<file path="config.mk">
export PLATFORM = sky130hd
export DESIGN_NAME = mips_multicycle_ctrl
export DESIGN_NICKNAME = d
export VERILOG_FILES = /design/src/rtl/mips_ctrl_pkg.sv /design/src/rtl/mips_ctrl_decode.sv /design/src/rtl/mips_multicycle_ctrl.sv
export SDC_FILE = /design/constraint.sdc
export NUM_CORES = 1
export LEC_CHECK = 0
export BUFFER_PORTS_ARGS = -buffer_cell sky130_fd_sc_hd__buf_2
export CORE_MARGIN = 2
export CORE_UTILIZATION = 43
export DETAILED_ROUTE_END_ITERATION = 8
export GPL_ROUTABILITY_DRIVEN = 0
export PLACE_DENSITY = 0.77
export SYNTH_ARGS = -nofsm -noshare
export SYNTH_HDL_FRONTEND = slang
export SYNTH_SLANG_ARGS = --single-unit
</file>
<file path="constraint.sdc">
create_clock -name clk -period 1.8 [get_ports clk]
set_clock_uncertainty 0.05 [all_clocks]
set_input_delay 0.18 -clock clk [delete_from_list [all_inputs] [get_ports clk]]
set_output_delay 0.18 -clock clk [all_outputs]
set_load 0.03 [all_outputs]
</file>
<file path="src/rtl/mips_ctrl_pkg.sv">
// Shared encodings for the multicycle MIPS control unit: opcodes, FSM states,
// datapath select codes and the packed control word handed from decode to top.
package mips_ctrl_pkg;

    localparam logic [5:0] OP_RTYPE = 6'b000000;
    localparam logic [5:0] OP_LW    = 6'b100011;
    localparam logic [5:0] OP_SW    = 6'b101011;
    localparam logic [5:0] OP_BEQ   = 6'b000100;
    localparam logic [5:0] OP_J     = 6'b000010;
    localparam logic [5:0] OP_ADDI  = 6'b001000;

    typedef enum logic [3:0] {
        ST_FETCH    = 4'd0,
        ST_DECODE   = 4'd1,
        ST_MEMADR   = 4'd2,
        ST_MEMREAD  = 4'd3,
        ST_MEMWB    = 4'd4,
        ST_MEMWRITE = 4'd5,
        ST_EXECUTE  = 4'd6,
        ST_RTYPE_WB = 4'd7,
        ST_BRANCH   = 4'd8,
        ST_JUMP     = 4'd9,
        ST_ADDI_EX  = 4'd10,
        ST_ADDI_WB  = 4'd11
    } state_e;

    localparam logic [1:0] ALUOP_ADD   = 2'b00;
    localparam logic [1:0] ALUOP_SUB   = 2'b01;
    localparam logic [1:0] ALUOP_FUNCT = 2'b10;

    localparam logic [1:0] SRCB_B       = 2'b00;
    localparam logic [1:0] SRCB_FOUR    = 2'b01;
    localparam logic [1:0] SRCB_SEXT    = 2'b10;
    localparam logic [1:0] SRCB_SEXT_SH = 2'b11;

    localparam logic [1:0] PCSRC_ALU    = 2'b00;
    localparam logic [1:0] PCSRC_ALUOUT = 2'b01;
    localparam logic [1:0] PCSRC_JUMP   = 2'b10;

    typedef struct packed {
        logic       pc_write;
        logic       pc_write_cond;
        logic       iord;
        logic       mem_read;
        logic       mem_write;
        logic       ir_write;
        logic       mem_to_reg;
        logic       reg_dst;
        logic       reg_write;
        logic       alu_src_a;
        logic [1:0] alu_src_b;
        logic [1:0] alu_op;
        logic [1:0] pc_source;
        logic       illegal_op;
    } ctrl_t;

    function automatic logic op_supported(input logic [5:0] op);
        return (op == OP_RTYPE) || (op == OP_LW) || (op == OP_SW) ||
               (op == OP_BEQ)   || (op == OP_J)  || (op == OP_ADDI);
    endfunction

endpackage

</file>
<file path="src/rtl/mips_ctrl_decode.sv">
// Combinational state -> control word decode; zero latency. Only FETCH strobes
// (IRWrite/PCWrite) depend on mem_ready, so a stalled fetch never loads the IR.
module mips_ctrl_decode
    import mips_ctrl_pkg::*;
(
    input  state_e      state,
    input  logic [5:0]  opcode,
    input  logic        mem_rdy,
    output ctrl_t       ctrl
);

    always_comb begin
        ctrl = '0;
        case (state)
            ST_FETCH: begin
                ctrl.mem_read  = 1'b1;
                ctrl.alu_src_b = SRCB_FOUR;
                ctrl.ir_write  = mem_rdy;
                ctrl.pc_write  = mem_rdy;
            end
            ST_DECODE: begin
                ctrl.alu_src_b  = SRCB_SEXT_SH;
                ctrl.illegal_op = !op_supported(opcode);
            end
            ST_MEMADR, ST_ADDI_EX: begin
                ctrl.alu_src_a = 1'b1;
                ctrl.alu_src_b = SRCB_SEXT;
            end
            ST_MEMREAD: begin
                ctrl.mem_read = 1'b1;
                ctrl.iord     = 1'b1;
            end
            ST_MEMWB: begin
                ctrl.reg_write  = 1'b1;
                ctrl.mem_to_reg = 1'b1;
            end
            ST_MEMWRITE: begin
                ctrl.mem_write = 1'b1;
                ctrl.iord      = 1'b1;
            end
            ST_EXECUTE: begin
                ctrl.alu_src_a = 1'b1;
                ctrl.alu_op    = ALUOP_FUNCT;
            end
            ST_RTYPE_WB: begin
                ctrl.reg_write = 1'b1;
                ctrl.reg_dst   = 1'b1;
            end
            ST_BRANCH: begin
                ctrl.alu_src_a     = 1'b1;
                ctrl.alu_op        = ALUOP_SUB;
                ctrl.pc_write_cond = 1'b1;
                ctrl.pc_source     = PCSRC_ALUOUT;
            end
            ST_JUMP: begin
                ctrl.pc_write  = 1'b1;
                ctrl.pc_source = PCSRC_JUMP;
            end
            ST_ADDI_WB: begin
                ctrl.reg_write = 1'b1;
            end
            default: ctrl = '0;
        endcase
    end

endmodule

</file>
<file path="src/rtl/mips_multicycle_ctrl.sv">
// Multicycle MIPS main control FSM: 3-5 cycles per instruction plus one per
// mem_ready=0 cycle in FETCH/MEMREAD/MEMWRITE, where the state simply holds.
module mips_multicycle_ctrl
    import mips_ctrl_pkg::*;
#(
    parameter bit MEM_WAIT_EN = 1'b1
) (
    input  logic       clk,
    input  logic       reset,
    input  logic [5:0] opcode,
    input  logic       mem_ready,
    output logic       PCWrite,
    output logic       PCWriteCond,
    output logic       IorD,
    output logic       MemRead,
    output logic       MemWrite,
    output logic       IRWrite,
    output logic       MemtoReg,
    output logic       RegDst,
    output logic       RegWrite,
    output logic       ALUSrcA,
    output logic [1:0] ALUSrcB,
    output logic [1:0] ALUOp,
    output logic [1:0] PCSource,
    output logic       illegal_op,
    output logic [3:0] state_dbg
);

    state_e state_q, state_d;
    ctrl_t  ctrl_raw, ctrl_out;
    logic   mem_rdy;

    assign mem_rdy = MEM_WAIT_EN ? mem_ready : 1'b1;

    always_ff @(posedge clk) begin
        if (reset) state_q <= ST_FETCH;
        else       state_q <= state_d;
    end

    always_comb begin
        state_d = state_q;
        case (state_q)
            ST_FETCH:    if (mem_rdy) state_d = ST_DECODE;
            ST_DECODE: begin
                case (opcode)
                    OP_LW, OP_SW: state_d = ST_MEMADR;
                    OP_RTYPE:     state_d = ST_EXECUTE;
                    OP_BEQ:       state_d = ST_BRANCH;
                    OP_J:         state_d = ST_JUMP;
                    OP_ADDI:      state_d = ST_ADDI_EX;
                    default:      state_d = ST_FETCH;
                endcase
            end
            ST_MEMADR: begin
                if (opcode == OP_LW)      state_d = ST_MEMREAD;
                else if (opcode == OP_SW) state_d = ST_MEMWRITE;
                else                      state_d = ST_FETCH;
            end
            ST_MEMREAD:  if (mem_rdy) state_d = ST_MEMWB;
            ST_MEMWRITE: if (mem_rdy) state_d = ST_FETCH;
            ST_EXECUTE:  state_d = ST_RTYPE_WB;
            ST_ADDI_EX:  state_d = ST_ADDI_WB;
            default:     state_d = ST_FETCH;
        endcase
    end

    mips_ctrl_decode u_decode (
        .state   (state_q),
        .opcode  (opcode),
        .mem_rdy (mem_rdy),
        .ctrl    (ctrl_raw)
    );

    // Reset masks every strobe immediately so an abandoned instruction writes nothing.
    assign ctrl_out = reset ? '0 : ctrl_raw;

    assign PCWrite     = ctrl_out.pc_write;
    assign PCWriteCond = ctrl_out.pc_write_cond;
    assign IorD        = ctrl_out.iord;
    assign MemRead     = ctrl_out.mem_read;
    assign MemWrite    = ctrl_out.mem_write;
    assign IRWrite     = ctrl_out.ir_write;
    assign MemtoReg    = ctrl_out.mem_to_reg;
    assign RegDst      = ctrl_out.reg_dst;
    assign RegWrite    = ctrl_out.reg_write;
    assign ALUSrcA     = ctrl_out.alu_src_a;
    assign ALUSrcB     = ctrl_out.alu_src_b;
    assign ALUOp       = ctrl_out.alu_op;
    assign PCSource    = ctrl_out.pc_source;
    assign illegal_op  = ctrl_out.illegal_op;
    assign state_dbg   = state_q;

endmodule

</file>
==> results of run 1 <==
how the worst min path moves through the flow:
| stage | start | endpoint | slack, ns | cells past startpoint |
|---|---|---|---|---|
| after global routing | mem_ready | state_dbg[2] | 0.21 | 2 |
| after CTS | mem_ready | state_dbg[2] | 0.19 | 2 |
| final | mem_ready | state_dbg[2] | 0.21 | 2 |
| after floorplan | mem_ready | state_dbg[2] | 0.23 | 1 |
| after detailed placement | mem_ready | state_dbg[2] | 0.44 | 2 |
| after global placement | mem_ready | state_dbg[2] | 0.44 | 2 |
cell type report:
| class | count | area share, % |
|---|---|---|
| timing repair buffer | 36 | 24.5 |
| clock buffer | 3 | 2.74 |
| sequential | 4 | 10.2 |
| multi-input combinational | 64 | 59.1 |
| tap | 14 | 2.13 |
| inverter | 3 | 1.37 |
power groups by stage:
| stage | clock network (mW) | logic [mW] | registers [mW] |
|---|---|---|---|
| after floorplan | 0 | 0.0967 | 0.101 |
| after global placement | 0 | 0.138 | 0.0976 |
| after detailed placement | 0 | 0.140 | 0.0977 |
| after CTS | 0.112 | 0.142 | 0.0965 |
| after global routing | 0.114 | 0.158 | 0.0996 |
| final | 0.106 | 0.146 | 0.0991 |
kinds of logic (layout without fill, tap and decap cells):
| logic type | count (synthesis) | after routing | synth area share, % |
|---|---|---|---|
| DFF | 4 | 4 | 14.4 |
| xor gates and xnor gates | 2 | 2 | 3.14 |
| buffers and inverters | 12 | 42 | 9.19 |
| and+or+nand+nor | 39 | 39 | 39.2 |
| muxes | 2 | 2 | 3.81 |
| AOI/OAI and AO/OA | 21 | 21 | 30.3 |
cells in the mapped netlist (2+ instances only):
library cell	n	area, sq um
buf_1	2	7.51
nor2_1	7	26.3
dfxtp_1	4	80.1
nor4b_1	3	26.3
a21oi_1	3	15.0
nand3_1	2	10.0
o21ai_0	3	15.0
and3_1	2	12.5
nand2b_1	3	18.8
nor3_1	12	60.1
or2_2	3	18.8
o22a_1	2	17.5
clkbuf_1	4	15.0
nand2_1	3	11.3
a211oi_1	2	15.0
inv_1	3	11.3
o32ai_1	2	17.5
metal layers:
metal,up-vias,global-route usage (%),wire length (um)
li1,364,-,-
met1,327,32.1,766
met2,30,34.7,813
met3,2,1.11,100
met4,0,12.1,10
met5,-,0,0
through the flow:
stage                     worst slack [ns]  hold WS (ns)  instances  power, mW  cell area, sq um
final                               0.0656         0.208        124      0.352               822
after global routing              -0.00644         0.213        124      0.372               822
after CTS                          0.00830         0.193        124      0.351               808
after detailed placement             0.190         0.437        121      0.238               777
after global placement               0.229         0.437        121      0.236               777
after floorplan                     -0.165         0.227         80      0.198               603
repair_timing:
action                                  in CTS  in global routing
endpoints found under the setup margin       3                  4
resized for setup                            3                  4
hold buffers                                 0                  0
hold endpoints to repair                     0                  0
worst max-delay path, stage by stage (launching register included):
cell	delay, ns
dfxtp_2	0.44
nand2b_4	0.19
nand2_1	0.08
o32a_1	0.30
nor2_2	0.07
buf_2	0.19
==> run_results.csv, run 1 <==
group,metric,value,unit
status,outcome,"finished, final reports clean",
sta,setup_viol,0,
clock_network,root_buffer,"clkbuf_4",
route,wl,1690,um
critical_path,r2r_end,"state_dbg[0]",
floorplan,fp-row-count,12,
power,vdd_drop_max,0.000418,V
clock_network,cts.sinks,4,
critical_path,critPathMaxFanout,11,
floorplan,pin_count,30,
power,swShare,36.4,%
route,dr_total_vias,723,
clock_network,clkTransAtPathRegs,0.04,ns
route,first_pass_iters,4,
sta,hold_violations,0,
power,intPower,223,uW
logic_synthesis,synthDistinctLibCells,37,
critical_path,end_kind,"primary output",
critical_path,worstPathRequired,1.57,ns
cells_and_area,nNetsFinal,121,
clock_network,clock_latency,0.23,ns
critical_path,r2r_cells,5,
power,combPwrFrac,41.7,%
floorplan,start_util,48.3,%
global_routing,overflow,0,
critical_path,cp-startpoint,"state_dbg[1]",
placed_design,portBuffers,29,
floorplan,core_area,0.00116,sq mm
critical_path,timing.rr.start,"state_dbg[0]",
sta,slew_headroom,77.7,%
clock_network,post-cts-setup-buffers,0,
global_routing,grt_pass1_wl,2520,um
cells_and_area,multi_input_area,485,sq um
flow_run,drv_cap,0,
route,ant_nets,0,
cells_and_area,final_common_cell,"buf_2",
sta,min_period_over_period,96.4,%
critical_path,crit_end,"RegWrite",
cells_and_area,final_layout_size_suffix_gt1_share,56.4,%
cells_and_area,final_cell_mix,"buf_2, nor3_1, buf_4",
critical_path,cp-start-kind,"flip-flop",
min_path,worstHoldPathType,"primary input to flip-flop",
clock_network,cts_tree,"done",
power,power_density,428,mW/mm^2
cells_and_area,regArea,83.8,sq um
cells_and_area,largest_reg_flops,4,
critical_path,crit_type,"flip-flop to primary output",
logic_synthesis,synth_flop_cell,"dfxtp_1",
critical_path,r2r_setup_slack,0.32,ns
sta,tns,0,ns
logic_synthesis,syn_area,558,sq um
power,pwr-share-clk,30.1,%
logic_synthesis,avgSynthCellArea,6.98,sq um
clock_network,h-tree-depth,1,
route,wl_per_cell,13.6,um
logic_synthesis,ys.warnings.count,0,
clock_network,numCtsBuffers,3,
global_routing,grt_max_degree,15,
route,drc_errors,0,
route,drt_iter0_drc,17,
cells_and_area,fin_util,71.1,%
clock_network,clock_path_buffers,2,
power,pwr-share-seq,28.2,%
logic_synthesis,ys_async_sr_fraction,0,%
logic_synthesis,synth_cells,80,
floorplan,die_w,40.0,um
cells_and_area,antenna_cells,0,
cells_and_area,flow.area_growth_from_synthesis,47.3,%
sta,clock.fmax,577,MHz
placed_design,dp_hpwl,1290,um
route,vias_per_cell,5.83,
power,power_switching,128,uW
sta,slew_viol_final,0,
cells_and_area,fill_cells,101,
global_routing,grt_usage,22.9,%
global_routing,grt_antenna_before_repair,0,
logic_synthesis,synth-edff-count,0,
critical_path,worst_ep_arrival_time,1.50,ns
global_routing,grt_pass1_vias,596,
power,p_leak,0.377,nW
sta,worstMarginPinSlew,0.332,ns
floorplan,die_h,40.0,um
sta,finalCriticalPeriod,1.73,ns
logic_synthesis,ys_seq_elements,4,
logic_synthesis,seq_area_frac_synth,14.3,%
floorplan,die-area,0.00160,sq mm
logic_synthesis,syn_nets,89,
Note: power is estimated with default switching activity, not from simulation.
==> inputs of run 2 (changes only) <==
--- a/config.mk
+++ b/config.mk
@@ -5,12 +5,13 @@
 export SDC_FILE = /design/constraint.sdc
 export NUM_CORES = 1
 export LEC_CHECK = 0
+export ABC_AREA = 1
 export BUFFER_PORTS_ARGS = -buffer_cell sky130_fd_sc_hd__buf_2
-export CORE_MARGIN = 2
-export CORE_UTILIZATION = 43
+export CORE_AREA = 2 2 39 41
 export DETAILED_ROUTE_END_ITERATION = 8
+export DIE_AREA = 0 0 41 43
 export GPL_ROUTABILITY_DRIVEN = 0
-export PLACE_DENSITY = 0.77
+export PLACE_DENSITY = 0.74
 export SYNTH_ARGS = -nofsm -noshare
 export SYNTH_HDL_FRONTEND = slang
 export SYNTH_SLANG_ARGS = --single-unit
==> run_results.csv, run 2 <==
group,metric,value,unit
cells_and_area,antenna_cells,0,
clock_network,cts.sinks,4,
sta,setup_viol,0,
logic_synthesis,synthTopCellsByCount,"nand2_1, nor2_1, inv_1",
placed_design,dp_cells,150,
logic_synthesis,syn_area,543,sq um
global_routing,grt_pass1_wl,2250,um
clock_network,numCtsBuffers,3,
logic_synthesis,netlist.area_leader.share,18.0,%
sta,worstMarginPinSlew,0.349,ns
placed_design,place_area,708,sq um
sta,hold_violations,0,
sta,slew_viol_final,0,
sta,slew_headroom,76.7,%
critical_path,critPathMaxFanout,4,
cells_and_area,final_common_cell,"buf_2",
global_routing,overflow,0,
cells_and_area,finalNonFillerCells,153,
logic_synthesis,synthXorXnorAreaFrac,0,%
critical_path,worst_ep_arrival_time,1.43,ns
logic_synthesis,synth-edff-count,0,
critical_path,cp_common_cell,"inv_1",
cells_and_area,final_layout_size_suffix_gt1_share,35.0,%
global_routing,grt_pass1_vias,592,
global_routing,grt_usage,17.4,%
clock_network,h-tree-depth,1,
sta,whs,0.256,ns
floorplan,core_area,0.00138,sq mm
critical_path,path_buf_inv,4,
power,p_leak,0.434,nW
cells_and_area,largest_reg_flops,4,
route,drt_iter0_drc,14,
route,dr_total_vias,733,
cells_and_area,nNetsFinal,148,
logic_synthesis,seq_area_frac_synth,14.7,%
floorplan,pin_count,30,
critical_path,cp_top_family,"buffers and inverters",
power,vdd_drop_max,0.000242,V
critical_path,end_kind,"primary output",
status,outcome,"finished, final reports clean",
logic_synthesis,synthMuxAreaShare,0,%
logic_synthesis,yosys-top-cells-area,"nand2_1, nor2_1, dfxtp_1, inv_1, nand3_1",
route,drc_errors,0,
logic_synthesis,synthSimpleGateAreaFrac,55.3,%
power,totalPowerFinal,329,uW
sta,setup_slack,0.141,ns
logic_synthesis,synth_flop_cell,"dfxtp_1",
critical_path,crit_type,"flip-flop to primary output",
critical_path,cp_slowest_cell,"dfxtp_2",
floorplan,die_w,41,um
power,power_density,446,mW/mm^2
placed_design,dp_slack,0.368,ns
floorplan,die-area,0.00176,sq mm
clock_network,clock_latency,0.23,ns
sta,finalCriticalPeriod,1.66,ns
critical_path,cp-start-kind,"flip-flop",
global_routing,grt_max_degree,20,
logic_synthesis,yosys.area.top_type,"nand2_1",
critical_path,critical_path.max_stage_delay,0.36,ns
placed_design,dp_hpwl,1170,um
critical_path,worstPathRequired,1.57,ns
sta,min_period_over_period,92.2,%
global_routing,grt_antenna_before_repair,0,
logic_synthesis,synth_cells,108,
logic_synthesis,synthAdderAreaFrac,0,%
floorplan,die_h,43,um
min_path,worstHoldPathType,"primary input to flip-flop",
logic_synthesis,ys.warnings.count,0,
logic_synthesis,avgSynthCellArea,5.03,sq um
route,first_pass_iters,4,
logic_synthesis,syn_nets,117,
logic_synthesis,synth_top_family_by_area,"simple AND/OR/NAND/NOR gates",
logic_synthesis,synthDistinctLibCells,21,
logic_synthesis,synth_compound_area_share,13.8,%
critical_path,crit_path_cell_trace,"inv_1 > nor2_1 > inv_1 > o211ai_1 > nand2_1 > inv_1 > buf_2",
flow_run,drv_cap,0,
route,vias_per_cell,4.79,
sta,clock.fmax,603,MHz
floorplan,start_util,39.2,%
cells_and_area,fin_area,738,sq um
logic_synthesis,post-synth-top-count-cell,"nand2_1",
route,wl,1410,um
clock_network,cts_hold_buf,0,
placed_design,portBuffers,29,
route,ant_nets,0,
logic_synthesis,ys_seq_elements,4,
clock_network,clock_path_buffers,2,
route,wl_per_cell,9.19,um
floorplan,fp-row-count,14,
clock_network,root_buffer,"clkbuf_4",
clock_network,post-cts-setup-buffers,0,
cells_and_area,final_cell_mix,"buf_2, nand2_1, nor2_1",
clock_network,cts.repair.resized,0,
clock_network,cts_tree,"done",
logic_synthesis,ys_async_sr_fraction,0,%
clock_network,clkTransAtPathRegs,0.04,ns
cells_and_area,flow.area_growth_from_synthesis,35.9,%
sta,rsz0062_at_grt,"no",
[run 2: cell types whose count changed after synthesis, sizes merged, moves of 5 or more]
cell,previous run,this run
nand2,3,29
nor2,7,25
inv,3,19
nor3,12,3
nand3,3,10
a21oi,3,8
clkbuf,5,0
[run 2: final cells by class]
class	count	area [sq um]
well taps	16	20.0
multi-input cells	82	397
fillers	163	646
inverters	19	71.3
flip-flops and latches	4	82.6
repair buffers	29	145
clock buffers	3	22.5
[run 2: per-stage QoR]
stage          utilization (%)  setup TNS, ns
5_1_grt                   53.3              0
6_report                  53.3              0
3_3_place_gp              51.2              0
4_1_cts                   52.8              0
3_5_place_dp              51.2              0
2_1_floorplan                -        -0.0693
[run 2: worst register-to-register path, stage by stage, from the launching register on]
cell and delay, ns:
dfxtp_1 0.45, nand2_1 0.12, nor2_2 0.17, inv_2 0.07, nand3_2 0.08, nand2_1 0.07
nand2_1 0.08, a21oi_1 0.06
[run 2: final timing paths]
kind | to | cells after the start | start | slack (ns)
max | RegWrite | 7 | state_dbg[3] | 0.14
min | state_dbg[0] | 4 | mem_ready | 0.26
max reg2reg | state_dbg[2] | 7 | state_dbg[1] | 0.52
min reg2reg | state_dbg[0] | 2 | state_dbg[0] | 0.50
[run 2: cells by family after synthesis]
logic type	after synthesis
AOI/OAI and AO/OA	13
buffers and inverters	22
DFF	4
and+or+nand+nor	69
[run 2: power by group]
group	total, mW	internal [mW]	switching (mW)
sequential	0.0988	0.0930	0.00580
clock	0.106	0.0743	0.0321
combinational	0.124	0.0369	0.0874
total	0.329	0.204	0.125
[run 2: per-layer routing]
layer / track usage, % / part of all wire, %
met2: 27.5 / 48
met4: 4.00 / 0
met5: 0 / 0
met1: 24.4 / 45
met3: 1.57 / 6.7
